**src/rtl/life_grid_engine_pkg.sv**
```systemverilog
// Shared types and constants for the Life-like grid engine.
// FSM state encoding, neighbour-count width and the classic rule masks.
package life_grid_engine_pkg;

  typedef enum logic [1:0] {
    IDLE,
    RUN,
    DRAIN
  } state_t;

  localparam int         NBR_W    = 4;
  localparam logic [8:0] LIFE_B3  = 9'h008;
  localparam logic [8:0] LIFE_S23 = 9'h00C;

endpackage

```
**src/rtl/life_grid_engine_if.sv**
```systemverilog
// Row load and result readback streams of the grid engine.
// The host side drives as master, the engine consumes as slave.
interface life_grid_engine_if #(
  parameter int GRID_W = 16
) ();
  logic              load_valid;
  logic              load_ready;
  logic [GRID_W-1:0] load_row;
  logic              out_valid;
  logic              out_ready;
  logic [GRID_W-1:0] out_row;
  logic              out_last;

  modport master (
    output load_valid, load_row, out_ready,
    input  load_ready, out_valid, out_row, out_last
  );

  modport slave (
    input  load_valid, load_row, out_ready,
    output load_ready, out_valid, out_row, out_last
  );
endinterface

```
**src/rtl/life_grid_engine_rule_cell.sv**
```systemverilog
// One cell of the Life-like rule: counts eight neighbours and looks the
// count up in the birth or survive mask depending on the centre state.
module life_rule_cell
  import life_grid_engine_pkg::*;
(
  input  logic       center,
  input  logic [7:0] nbr,
  input  logic [8:0] birth,
  input  logic [8:0] survive,
  output logic       next
);

  logic [NBR_W-1:0] n;

  always_comb begin
    n = '0;
    for (int i = 0; i < 8; i++) begin
      n = n + NBR_W'(nbr[i]);
    end
    next = center ? survive[n] : birth[n];
  end

endmodule

```
**src/rtl/life_grid_engine.sv**
```systemverilog
// Multi-generation Life-like grid engine: loads a bit grid row by row,
// advances it one row per cycle for gen_count generations, streams it back.
module life_grid_engine
  import life_grid_engine_pkg::*;
#(
  parameter int GRID_W = 16,
  parameter int GRID_H = 16,
  parameter int CNT_W  = 8
) (
  input  logic                clk,
  input  logic                resetn,
  input  logic [8:0]          cfg_birth,
  input  logic [8:0]          cfg_survive,
  input  logic                cfg_wrap,
  input  logic                start,
  input  logic [CNT_W-1:0]    gen_count,
  output logic                busy,
  output logic                done,
  life_grid_engine_if.slave   bus
);

  localparam int             RW       = (GRID_H > 1) ? $clog2(GRID_H) : 1;
  localparam logic [RW-1:0]  LAST_ROW = RW'(GRID_H - 1);

  state_t             state_q, state_d;
  logic [RW-1:0]      load_ptr_q, load_ptr_d;
  logic [RW-1:0]      row_ptr_q, row_ptr_d;
  logic [CNT_W-1:0]   remaining_q, remaining_d;
  logic [8:0]         birth_q, birth_d;
  logic [8:0]         survive_q, survive_d;
  logic               wrap_q, wrap_d;
  logic               cur_sel_q, cur_sel_d;
  logic               done_q, done_d;
  logic [GRID_W-1:0]  bank_q [2][GRID_H];
  logic [GRID_W-1:0]  bank_d [2][GRID_H];

  logic [GRID_W-1:0]  row_up, row_mid, row_dn, next_row;
  logic [GRID_W+1:0]  pad_up, pad_mid, pad_dn;

  // Rows above/below the active row; off-grid rows read as zero unless wrapping.
  always_comb begin
    row_mid = bank_q[cur_sel_q][row_ptr_q];
    if (row_ptr_q == RW'(0)) begin
      row_up = wrap_q ? bank_q[cur_sel_q][LAST_ROW] : '0;
    end else begin
      row_up = bank_q[cur_sel_q][row_ptr_q - 1'b1];
    end
    if (row_ptr_q == LAST_ROW) begin
      row_dn = wrap_q ? bank_q[cur_sel_q][RW'(0)] : '0;
    end else begin
      row_dn = bank_q[cur_sel_q][row_ptr_q + 1'b1];
    end
    pad_up  = {wrap_q & row_up[0],  row_up,  wrap_q & row_up[GRID_W-1]};
    pad_mid = {wrap_q & row_mid[0], row_mid, wrap_q & row_mid[GRID_W-1]};
    pad_dn  = {wrap_q & row_dn[0],  row_dn,  wrap_q & row_dn[GRID_W-1]};
  end

  for (genvar c = 0; c < GRID_W; c++) begin : g_cell
    life_rule_cell u_cell (
      .center  (row_mid[c]),
      .nbr     ({pad_up[c+2], pad_up[c+1], pad_up[c],
                 pad_mid[c+2], pad_mid[c],
                 pad_dn[c+2], pad_dn[c+1], pad_dn[c]}),
      .birth   (birth_q),
      .survive (survive_q),
      .next    (next_row[c])
    );
  end

  always_comb begin
    state_d     = state_q;
    load_ptr_d  = load_ptr_q;
    row_ptr_d   = row_ptr_q;
    remaining_d = remaining_q;
    birth_d     = birth_q;
    survive_d   = survive_q;
    wrap_d      = wrap_q;
    cur_sel_d   = cur_sel_q;
    done_d      = 1'b0;
    bank_d      = bank_q;
    case (state_q)
      IDLE: begin
        if (bus.load_valid) begin
          bank_d[cur_sel_q][load_ptr_q] = bus.load_row;
          load_ptr_d = (load_ptr_q == LAST_ROW) ? RW'(0) : load_ptr_q + 1'b1;
        end
        if (start) begin
          birth_d     = cfg_birth;
          survive_d   = cfg_survive;
          wrap_d      = cfg_wrap;
          remaining_d = gen_count;
          row_ptr_d   = '0;
          state_d     = (gen_count == '0) ? DRAIN : RUN;
        end
      end
      RUN: begin
        bank_d[~cur_sel_q][row_ptr_q] = next_row;
        if (row_ptr_q == LAST_ROW) begin
          row_ptr_d   = '0;
          cur_sel_d   = ~cur_sel_q;
          remaining_d = remaining_q - 1'b1;
          if (remaining_q == CNT_W'(1)) state_d = DRAIN;
        end else begin
          row_ptr_d = row_ptr_q + 1'b1;
        end
      end
      DRAIN: begin
        if (bus.out_ready) begin
          if (row_ptr_q == LAST_ROW) begin
            row_ptr_d = '0;
            state_d   = IDLE;
            done_d    = 1'b1;
          end else begin
            row_ptr_d = row_ptr_q + 1'b1;
          end
        end
      end
      default: state_d = IDLE;
    endcase
  end

  always_ff @(posedge clk or negedge resetn) begin
    if (!resetn) begin
      state_q     <= IDLE;
      load_ptr_q  <= '0;
      row_ptr_q   <= '0;
      remaining_q <= '0;
      birth_q     <= '0;
      survive_q   <= '0;
      wrap_q      <= 1'b0;
      cur_sel_q   <= 1'b0;
      done_q      <= 1'b0;
      bank_q      <= '{default: '0};
    end else begin
      state_q     <= state_d;
      load_ptr_q  <= load_ptr_d;
      row_ptr_q   <= row_ptr_d;
      remaining_q <= remaining_d;
      birth_q     <= birth_d;
      survive_q   <= survive_d;
      wrap_q      <= wrap_d;
      cur_sel_q   <= cur_sel_d;
      done_q      <= done_d;
      bank_q      <= bank_d;
    end
  end

  assign bus.load_ready = (state_q == IDLE);
  assign bus.out_valid  = (state_q == DRAIN);
  assign bus.out_row    = (state_q == DRAIN) ? row_mid : '0;
  assign bus.out_last   = (state_q == DRAIN) && (row_ptr_q == LAST_ROW);
  assign busy           = (state_q != IDLE);
  assign done           = done_q;

endmodule

```
**src/flat_wrapper.sv**
```systemverilog
// flat-port wrapper written by rule: the top's interface ports become plain ports
module life_grid_engine_flat import life_grid_engine_pkg::*;
#(
  parameter int GRID_W = 16,
  parameter int GRID_H = 16,
  parameter int CNT_W  = 8
)
  (clk, resetn, cfg_birth, cfg_survive, cfg_wrap, start, gen_count, busy, done, bus_load_valid, bus_load_row, bus_out_ready, bus_load_ready, bus_out_valid, bus_out_row, bus_out_last);
  life_grid_engine_if #(.GRID_W(GRID_W)) bus_i ();
  input  logic clk;
  input  logic resetn;
  input  logic [8:0] cfg_birth;
  input  logic [8:0] cfg_survive;
  input  logic cfg_wrap;
  input  logic start;
  input  logic [CNT_W-1:0] gen_count;
  output logic busy;
  output logic done;
  input wire logic [$bits(bus_i.load_valid)-1:0] bus_load_valid;
  input wire logic [$bits(bus_i.load_row)-1:0] bus_load_row;
  input wire logic [$bits(bus_i.out_ready)-1:0] bus_out_ready;
  output wire logic [$bits(bus_i.load_ready)-1:0] bus_load_ready;
  output wire logic [$bits(bus_i.out_valid)-1:0] bus_out_valid;
  output wire logic [$bits(bus_i.out_row)-1:0] bus_out_row;
  output wire logic [$bits(bus_i.out_last)-1:0] bus_out_last;
  assign bus_i.load_valid = bus_load_valid;
  assign bus_i.load_row = bus_load_row;
  assign bus_i.out_ready = bus_out_ready;
  assign bus_load_ready = bus_i.load_ready;
  assign bus_out_valid = bus_i.out_valid;
  assign bus_out_row = bus_i.out_row;
  assign bus_out_last = bus_i.out_last;
  life_grid_engine #(.GRID_W(GRID_W), .GRID_H(GRID_H), .CNT_W(CNT_W)) u_core (.clk(clk), .resetn(resetn), .cfg_birth(cfg_birth), .cfg_survive(cfg_survive), .cfg_wrap(cfg_wrap), .start(start), .gen_count(gen_count), .busy(busy), .done(done), .bus(bus_i));
endmodule
```
**config.mk**
```make
export PLATFORM = sky130hd
export DESIGN_NAME = life_grid_engine_flat
export DESIGN_NICKNAME = d
export VERILOG_FILES = /design/src/rtl/life_grid_engine_pkg.sv /design/src/rtl/life_grid_engine_if.sv /design/src/rtl/life_grid_engine_rule_cell.sv /design/src/rtl/life_grid_engine.sv /design/src/flat_wrapper.sv
export SDC_FILE = /design/constraint.sdc
export NUM_CORES = 2
export LEC_CHECK = 0
export CORE_ASPECT_RATIO = 2
export CORE_MARGIN = 4
export CORE_UTILIZATION = 35
export DETAILED_ROUTE_END_ITERATION = 8
export GPL_ROUTABILITY_DRIVEN = 0
export PLACE_DENSITY = 0.48
export SYNTH_ARGS = -nofsm -noshare
export SYNTH_HDL_FRONTEND = slang
export SYNTH_SLANG_ARGS = --single-unit
```
**constraint.sdc**
```tcl
create_clock -name clk -period 10.8 [get_ports clk]
set_input_delay 2.16 -clock clk [delete_from_list [all_inputs] [get_ports clk]]
set_output_delay 2.16 -clock clk [all_outputs]
set_load 0.05 [all_outputs]
```
==> metrics list <==
- Summed over all layers, the global routing overflow is 0.
- In the post-route analysis, the smallest setup slack over all paths is 2.21 ns.
- In this run the deepest clock path goes through 3 buffers.
- The number of antenna violations at the first check in global routing was 16.
- Largest net degree at the start of global routing: 148
- Final setup violation count: 0
* Die height: 484 um
* Overall die area: 119000 um^2
- The final layout contains 4166 nets.
- Worst max-slew margin expressed relative to the limit: 6.26%
* Post-DR wirelength/cell: 37.3 um
- In this run the most critical hold path is launched from u_core.bank_q[9]$_DFFE_PN0P_.
- Area of the mapped netlist: 39600 um^2
* Count of port buffers added during placement: 68
- Critical Setup Path Class: reg2reg
- Residual DRC count: 0
- Gates resized during post-CTS repair numbered 0.
* Routed wire length: 207000 um
- HP Class: reg2reg
- The final number of hold-violating endpoints came to 0.
* Clock root buffer master: clkbuf_16
* Sort of element at the end of the critical path: flop
- Of all nets on the critical path, the largest fanout is 45.
- The synthesized design contains 0 enable-type register cells.
* Number of violations of the max-capacitance limit: 0
- Setup_tns: 0 ns
- Dividing the final minimum period by the clock period gives 79.6%.
- Number of buffers added by the clock tree synthesis step: 56
- CTS tree: done
- The HPWL after detailed placement is 141000 um.
- Library cell with the largest summed area after synthesis: dfrtp_1
* Syn Area/Cell: 9.44 um^2
* Count of buffers added by post-CTS timing repair for setup: 0
* Core Box Area: 112000 um^2
* Number of cells on the worst hold path: 2
* Reg-to-reg critical path startpoint: u_core.cur_sel_q$_DFFE_PN0P_
- Vias: 37600
- STA classifies the critical path startpoint as a flop.
- The floorplan has 174 rows.
- Endpoint, Worst Hold: u_core.bank_q[9]$_DFFE_PN0P_
- Post-synthesis cell type count: 55
* Min Tclk post-route: 8.59 ns
- Top-area cell type share of the netlist area: 34.8%
- After technology mapping, the gate count stands at 4192.
- After clock tree synthesis, the clock-pin slew on the worst setup and hold paths is 0.07 ns.
* Commonest non-fill, non-tap cells in the layout: o21ai_0, dfrtp_1, a21oi_1, nor3_1, mux2i_1
* RSZ-0062 raised after global routing: false
* Number of top-level pins: 69
* Largest cells by area after synthesis: dfrtp_1, mux4_2, o21ai_0
- For the worst setup path, the data required time is 11.32 ns.
- In this run the remaining antenna-violating nets after routing total 0.
- Arr. time, crit path: 9.11 ns
- The H-tree was split into 2 levels.
- At the pin with the least slew margin, the transition time is 1.41 ns.
- Ys flop type: dfrtp_1
- Compared with the post-synthesis result, the final layout area differs by 9.57%.
- In this run, synthesis produced a sequential element count of 551.
- The worst register-to-register path has a setup slack of 2.21 ns.
* Number of cell instances on the worst register-to-register path: 20
- Counting flops with an async set or reset pin after synthesis yields a share of 100%.
- The final count of pins violating max slew is 0.
- Worst clock skew: 0.0258 ns
- Status: completed
* Commonest non-fill, non-tap cell in the layout: o21ai_0
- The number of global-route vias before repair came to 36400.
* Sequential fraction of the synthesis area: 34.8%
- For this run, the number of Yosys warnings is 0.
- Before CTS, the worst setup slack after placement is 2.56 ns.
* Pre-Repair DR Iteration Count: 6
* Reg-to-Reg End: u_core.bank_q[186]$_DFFE_PN0P_
- Clock insertion delay at the later pin of the skew report: 0.70 ns
- Mean number of vias per cell: 6.78
- The number of nets in the synthesized netlist is 4367.
* CTS Hold Bufs: 0
- First-pass GRT wire length: 289000 um
* Fraction of layout cells with a size suffix above 1: 14.3%
* Total GRT Usage: 34.0%
* Highest attainable clock frequency: 0.116 GHz
- Starting utilization of the core area: 35.2%
- In this run, the number of DRC markers left after iteration 0 of detailed routing was 4833.
- Sinks on Clock Net: 551
- Chip width: 246 um
## worst max-delay path, cell delays in order (launching register included)
cell and delay [ns]:
dfrtp_4 1.04, buf_4 0.65, mux2i_1 0.83, a21oi_1 0.26
mux4_2 0.56, mux2i_1 0.22, a21o_1 0.31, fa_1 0.49
fa_1 0.52, inv_1 0.07, fa_1 0.55, ha_1 0.17
inv_1 0.06, fa_1 0.68, mux4_2 0.34, nand2_1 0.08
o21ai_0 0.08, a21o_1 0.21, mux2i_4 0.58, buf_4 0.47
o21ai_0 0.16
## how the worst max path moves through the flow
stage                                     from                             end  slack, ns  cells after the start
2_1_floorplan  u_core.row_ptr_q[0]$_DFFE_PN0P_  u_core.bank_q[348]$_DFFE_PN0P_       3.51                     25
3_3_place_gp   u_core.row_ptr_q[0]$_DFFE_PN0P_  u_core.bank_q[375]$_DFFE_PN0P_       2.62                     21
3_5_place_dp   u_core.row_ptr_q[0]$_DFFE_PN0P_  u_core.bank_q[377]$_DFFE_PN0P_       2.56                     20
4_1_cts        u_core.row_ptr_q[0]$_DFFE_PN0P_  u_core.bank_q[377]$_DFFE_PN0P_       2.51                     20
5_1_grt           u_core.cur_sel_q$_DFFE_PN0P_  u_core.bank_q[186]$_DFFE_PN0P_       2.03                     20
6_report          u_core.cur_sel_q$_DFFE_PN0P_  u_core.bank_q[186]$_DFFE_PN0P_       2.21                     20
## state kept, by name, indices dropped and copies added (netlist names)
name / count
u_core.state_q: 2
u_core.wrap_q: 1
u_core.remaining_q: 8
u_core.birth_q: 9
u_core.cur_sel_q: 1
u_core.row_ptr_q: 4
u_core.done: 1
u_core.load_ptr_q: 4
u_core.bank_q: 512
u_core.survive_q: 9
## synthesized netlist by cell type (all sizes together) (3+ instances only)
library cell / instances
o21ai: 717
and2: 22
nor2: 84
xor2: 18
and3: 21
nand2: 123
a22oi: 102
o22ai: 49
a21o: 28
ha: 63
nand2b: 26
nand4b: 6
xnor2: 3
mux2: 90
mux2i: 255
nand4bb: 5
a221oi: 8
nor3: 389
o221ai: 15
nor4bb: 4
o211ai: 4
nor2b: 33
nand3: 117
fa: 64
a21oi: 485
or2: 4
dfrtp: 551
nand4: 23
mux4: 242
nand3b: 7
buf: 92
o21a: 3
inv: 154
clkbuf: 355
nor4: 3
a31oi: 15
a221o: 3
## through the flow
step	cell area (um^2)	std cells	util (%)	hold WS, ns
final	43400	5536	38.6	0.490
after global routing	43400	5531	38.6	0.516
after CTS	43300	5528	38.6	0.490
after detailed placement	41400	5427	36.9	0.476
after global placement	41400	5427	36.9	0.470
after floorplan	39600	4192	-	0.452
## final cells by class
cell class | instances | area (um^2)
clock buffer | 83 | 1650
multi-input combinational | 3039 | 23500
fill | 11500 | 69000
inverter | 155 | 582
antenna | 6 | 15.0
tap | 1496 | 1870
timing repair buffer | 188 | 1690
sequential | 551 | 13800
clock inverter | 18 | 233
## logic make-up (layout without fill, tap and decap cells)
| family | count (synthesis) | in the layout | synth area share [%] |
|---|---|---|---|
| other cells | 0 | 6 | 0 |
| compound gates | 1433 | 1433 | 19.5 |
| simple gates | 871 | 871 | 11.1 |
| flops | 551 | 551 | 34.8 |
| buf+inv | 602 | 444 | 6.16 |
| mux | 587 | 587 | 22.8 |
| fa+ha+maj | 127 | 127 | 5.23 |
| xor+xnor | 21 | 21 | 0.465 |
## layer usage
layer / global-route usage, % / up-vias / part of all wire [%]
li1: - / 15200 / -
met1: 37.0 / 19200 / 33
met2: 55.3 / 2346 / 47
met3: 7.25 / 830 / 8.4
met4: 30.1 / 4 / 12
met5: 0.166 / - / 0.012
Power is not shown: default switching activity piles up to over one toggle a cycle in this logic, so the estimate is an artifact.
